[config.mk]
export PLATFORM = sky130hd
export DESIGN_NAME = pipe_skid_reg
export DESIGN_NICKNAME = d
export VERILOG_FILES = /design/src/rtl/pipe_skid_reg.sv
export SDC_FILE = /design/constraint.sdc
export NUM_CORES = 1
export LEC_CHECK = 0
export BUFFER_PORTS_ARGS = -buffer_cell sky130_fd_sc_hd__buf_2
export CAP_MARGIN = 25
export CELL_PAD_IN_SITES_DETAIL_PLACEMENT = 1
export CELL_PAD_IN_SITES_GLOBAL_PLACEMENT = 1
export CORE_ASPECT_RATIO = 1.5
export CORE_MARGIN = 2
export CORE_UTILIZATION = 41
export CTS_CLUSTER_SIZE = 24
export DETAILED_ROUTE_END_ITERATION = 7
export HOLD_SLACK_MARGIN = 0.12
export MAX_ROUTING_LAYER = met4
export PLACE_DENSITY_LB_ADDON = 0.1
export SYNTH_ARGS = -nofsm -noshare
export SYNTH_HDL_FRONTEND = slang
export SYNTH_SLANG_ARGS = --single-unit
[constraint.sdc]
create_clock -name clk -period 1.9 [get_ports clk]
set_input_delay 0.285 -clock clk [delete_from_list [all_inputs] [get_ports clk]]
set_output_delay 0.285 -clock clk [all_outputs]
set_load 0.01 [all_outputs]
[src/rtl/pipe_skid_reg.sv]
`default_nettype none
// ============================================================================
// Module   : pipe_skid_reg
// Brief    : Pipeline stage register with two-entry skid buffer, flush and
//            saturating back-pressure counter.
// Revision : 1.0
// ============================================================================
module pipe_skid_reg #(
    parameter int DATA_W         = 256,
    parameter bit CLEAR_ON_FLUSH = 1'b1,
    parameter int CNT_W          = 16
) (
    input  logic              clk,
    input  logic              rst,
    input  logic              flush,
    input  logic              in_valid,
    output logic              in_ready,
    input  logic [DATA_W-1:0] in_data,
    output logic              out_valid,
    input  logic              out_ready,
    output logic [DATA_W-1:0] out_data,
    input  logic              stall_cnt_clr,
    output logic [CNT_W-1:0]  stall_cnt
);

    typedef enum logic [1:0] {
        ST_EMPTY = 2'd0,
        ST_FULL  = 2'd1,
        ST_SKID  = 2'd2
    } state_t;

    localparam logic [CNT_W-1:0] C_CNT_ONE = CNT_W'(1);

    state_t              r_state;
    state_t              w_state_nxt;
    logic [DATA_W-1:0]   r_main;
    logic [DATA_W-1:0]   w_main_nxt;
    logic [DATA_W-1:0]   r_skid;
    logic [DATA_W-1:0]   w_skid_nxt;
    logic [CNT_W-1:0]    r_cnt;
    logic                w_in_fire;
    logic                w_out_fire;
    logic                w_stall;

    // in_ready is a function of registered state and reset only, so the
    // upstream ready path never sees downstream combinational logic.
    assign in_ready   = (r_state != ST_SKID) & rst;
    assign out_valid  = (r_state != ST_EMPTY);
    assign out_data   = r_main;
    assign stall_cnt  = r_cnt;

    assign w_in_fire  = in_valid & in_ready;
    assign w_out_fire = out_valid & out_ready;
    assign w_stall    = out_valid & ~out_ready;

    always_ff @(posedge clk or negedge rst) begin
        if (!rst) begin
            r_state <= ST_EMPTY;
            r_main  <= '0;
            r_skid  <= '0;
        end else begin
            r_state <= w_state_nxt;
            r_main  <= w_main_nxt;
            r_skid  <= w_skid_nxt;
        end
    end

    always_comb begin
        w_state_nxt = r_state;
        w_main_nxt  = r_main;
        w_skid_nxt  = r_skid;
        if (flush) begin
            // Any input fire in this cycle is swallowed; an output fire counts as delivered.
            w_state_nxt = ST_EMPTY;
            if (CLEAR_ON_FLUSH) begin
                w_main_nxt = '0;
                w_skid_nxt = '0;
            end
        end else begin
            case (r_state)
                ST_EMPTY: begin
                    if (w_in_fire) begin
                        w_main_nxt  = in_data;
                        w_state_nxt = ST_FULL;
                    end
                end
                ST_FULL: begin
                    if (w_in_fire && w_out_fire) begin
                        w_main_nxt = in_data;
                    end else if (w_in_fire) begin
                        w_skid_nxt  = in_data;
                        w_state_nxt = ST_SKID;
                    end else if (w_out_fire) begin
                        w_state_nxt = ST_EMPTY;
                    end
                end
                ST_SKID: begin
                    if (w_out_fire) begin
                        w_main_nxt  = r_skid;
                        w_state_nxt = ST_FULL;
                    end
                end
                default: begin
                    w_state_nxt = ST_EMPTY;
                end
            endcase
        end
    end

    // Flush leaves the counter alone; clear beats increment.
    always_ff @(posedge clk or negedge rst) begin
        if (!rst) begin
            r_cnt <= '0;
        end else if (stall_cnt_clr) begin
            r_cnt <= '0;
        end else if (w_stall && !(&r_cnt)) begin
            r_cnt <= r_cnt + C_CNT_ONE;
        end
    end

endmodule
`default_nettype wire

==> flow_summary.ini <==
[status]
status = finished with violations
violations = setup timing

[cts]
clkTransAtPathRegs_ns = 0.06
ctsHtreeMaxLevel = 2
insertion_delay_ns = 0.61
cts_inserted_buffers = 53
root_buffer = clkbuf_16
cts_tree = done
clockBufferDepth = 3
numClockSinks = 530

[floorplan]
die_h_um = 301.2
fp-row-count = 108
die_x_um = 202.1
ios = 536
die_area_um2 = 60870
start_util_pct = 41.54
core_area_um2 = 58110

[synth]
ys_seq_area_share_pct = 54.95
synth_cells = 2626
async_flop_share_pct = 100.0
synth_edf_count = 0
ys_warn_count = 0
synth_top_area_share_pct = 54.95
synth_area_um2 = 24140
synth_cell_type_count = 37
yosys.area.top_type = dfrtp_1
avgSynthCellArea_um2 = 9.192
synth_ff_type = dfrtp_1
syn_nets = 2889
synth_seq_cells = 530
synth_top_cells_by_area = dfrtp_1 (55%), nand2_1 (16%), a21oi_1 (11%)

[setup_path]
r2r_slack_ns = -0.04
crit_start = rst
cp-start-kind = primary input
worstPathArrival_ns = 2.43
cp_data_required_time_ns = 2.38
crit_type = primary input to flip-flop
reg2reg_from = r_state[1]
cp_max_fo = 7
end_kind = flip-flop

[sta]
fin_ws_ns = -0.04345
rsz0062_at_grt = true
layout_min_cycle_time_ns = 1.943
finalHoldViolations = 0
worst_pin_slew_ns = 0.9655
skew_ns = 0.01867
whs_ns = 0.1803
finalCritPeriodShare_pct = 102.3
slew_viol_final = 0
fmax_ghz = 0.5145
setup_viol = 86
relSlewSlack_pct = 35.63

[global_route]
grt_overflow = 0
grt_max_degree = 173
grt_pass1_vias = 24390
grt_pass1_wl_mm = 137.5
antenna_found_initial = 5
grt_usage_pct = 29.32

[drt]
wl_per_cell_um = 22.37
vias_per_cell = 5.385
finalWirelength_mm = 94.50
drt_iter0_markers = 1312
dr.pass1.iters = 5
post-route-drc-count = 0
ant_nets = 0
num_vias = 22750

[placement]
io_buffers = 535
hpwl_mm = 54.79
place.gp.congestion = 0.8094

[flow_run]
cap_viol_max_count = 0

[pwr]
leakagePower_nw = 16.04
total_power_mw = 26.78
power.density_nw_per_um2 = 795.6
ir_worst_vdd_v = 0.0007607

[min_path]
hold_start = flush
hp-class = primary input to flip-flop

[cells_and_area]
num-nets-final = 3673
area_growth_pct = 39.45
drive_gt1_share_pct = 25.95
==> cell usage after synthesis (4+ instances only) <==
cell type and instances:
nand2_1 1031, a21oi_1 528, o31ai_1 10, clkbuf_1 114, mux2_2 108, buf_2 45
or3_1 4, buf_1 20, nand3_1 8, dfrtp_1 530, buf_4 24, or4_1 9
nand4_1 5, mux2_1 149, o21ai_0 4
==> area by class of cell <==
cell class	count	area (um^2)
clock buffers	86	1623
clock inverters	8	72.57
inverters	2	7.507
multi-input cells	1888	10020
flip-flops and latches	530	13270
fillers	6640	24440
repair buffers	935	7692
well taps	770	963.4
diodes	6	15.01
==> layout by cell type, fill, tap and decap left out, types with 4 or more instances in the layout <==
cell	synthesis	layout
buf_12	0	29
clkbuf_16	0	84
a21oi_2	1	14
nand2_2	0	6
diode_2	0	6
buf_8	0	4
a21oi_1	528	515
buf_16	0	20
or4_1	9	9
clkbuf_1	114	18
clkinv_2	0	5
or3_1	4	4
dfrtp_1	530	528
nand3_1	8	8
o21ai_0	4	4
dlygate4sd3_1	0	259
clkbuf_8	0	13
o31ai_1	10	10
nand2_1	1031	1025
buf_2	45	531
buf_4	24	49
nand4_1	5	5
buf_6	3	14
mux2_1	149	148
mux2_2	108	109
==> worst max-delay path, cell delays in order <==
cell           delay (ns)
dlygate4sd3_1        0.62
buf_8                0.18
nand2_1              0.11
nor2_2               0.07
a211oi_4             0.23
buf_4                0.17
clkbuf_16            0.19
buf_4                0.14
buf_4                0.11
mux2_2               0.32
==> through the flow <==
| step | utilization, % | setup WS, ns | instances | instance area, um^2 | TNS [ns] |
|---|---|---|---|---|---|
| after global routing | 57.93 | -0.1132 | 4224 | 33660 | -21.06 |
| after detailed placement | 48.36 | -0.07819 | 3809 | 28100 | -3.274 |
| after CTS | 55.90 | -0.07834 | 4169 | 32480 | -7.478 |
| after floorplan | - | 0.08829 | 2626 | 24140 | 0 |
| after global placement | 48.36 | -0.02245 | 3809 | 28100 | -0.3631 |
| final | 57.93 | -0.04345 | 4225 | 33660 | -1.108 |
==> where the power goes <==
group	switching (mW)	total, mW	internal (mW)
clock network	4.53	10.5	5.94
registers	0.426	12.3	11.9
logic	2.12	4.00	1.88
total	7.08	26.8	19.7
==> final timing paths <==
path | cells after the start | to
worst max-delay path | 10 | out_data[187]
worst min-delay path | 3 | r_skid[205]
worst max register to register | 8 | out_data[187]
worst min register to register | 1 | out_data[56]
max in group asynchronous | 4 | out_data[15]
min in group asynchronous | 3 | r_state[1]
==> flip-flops by register name, indices dropped and copies added, names as in the netlist <==
| register | count |
|---|---|
| out_data | 256 |
| stall_cnt | 16 |
| r_skid | 256 |
| r_state | 2 |
==> cell families after synthesis <==
| kind of cell | count (synthesis) | synth area share, % |
|---|---|---|
| flops | 530 | 54.95 |
| compound gates | 549 | 11.64 |
| buf+inv | 208 | 3.934 |
| fa+ha+maj | 1 | 0.05183 |
| mux | 257 | 11.99 |
| simple gates | 1081 | 17.44 |
==> timing repair <==
item                                    CTS  global route
setup buffers                             7            17
gates resized for setup                   9            55
gates cloned                              0            33
pin swaps                                 0             2
hold buffers                            259             0
endpoints found under the setup margin  214           502
endpoints found under the hold margin   669             0
==> routing by layer <==
metal	GRT usage [%]	share of wire [%]	vias to the layer above
met3	5.198	5.2	240
li1	-	-	10250
met2	49.54	51	712
met4	13.78	5.0	0
met1	33.95	38	11550
met5	-	0	-
No activity file was read; power rests on OpenSTA's default activity.
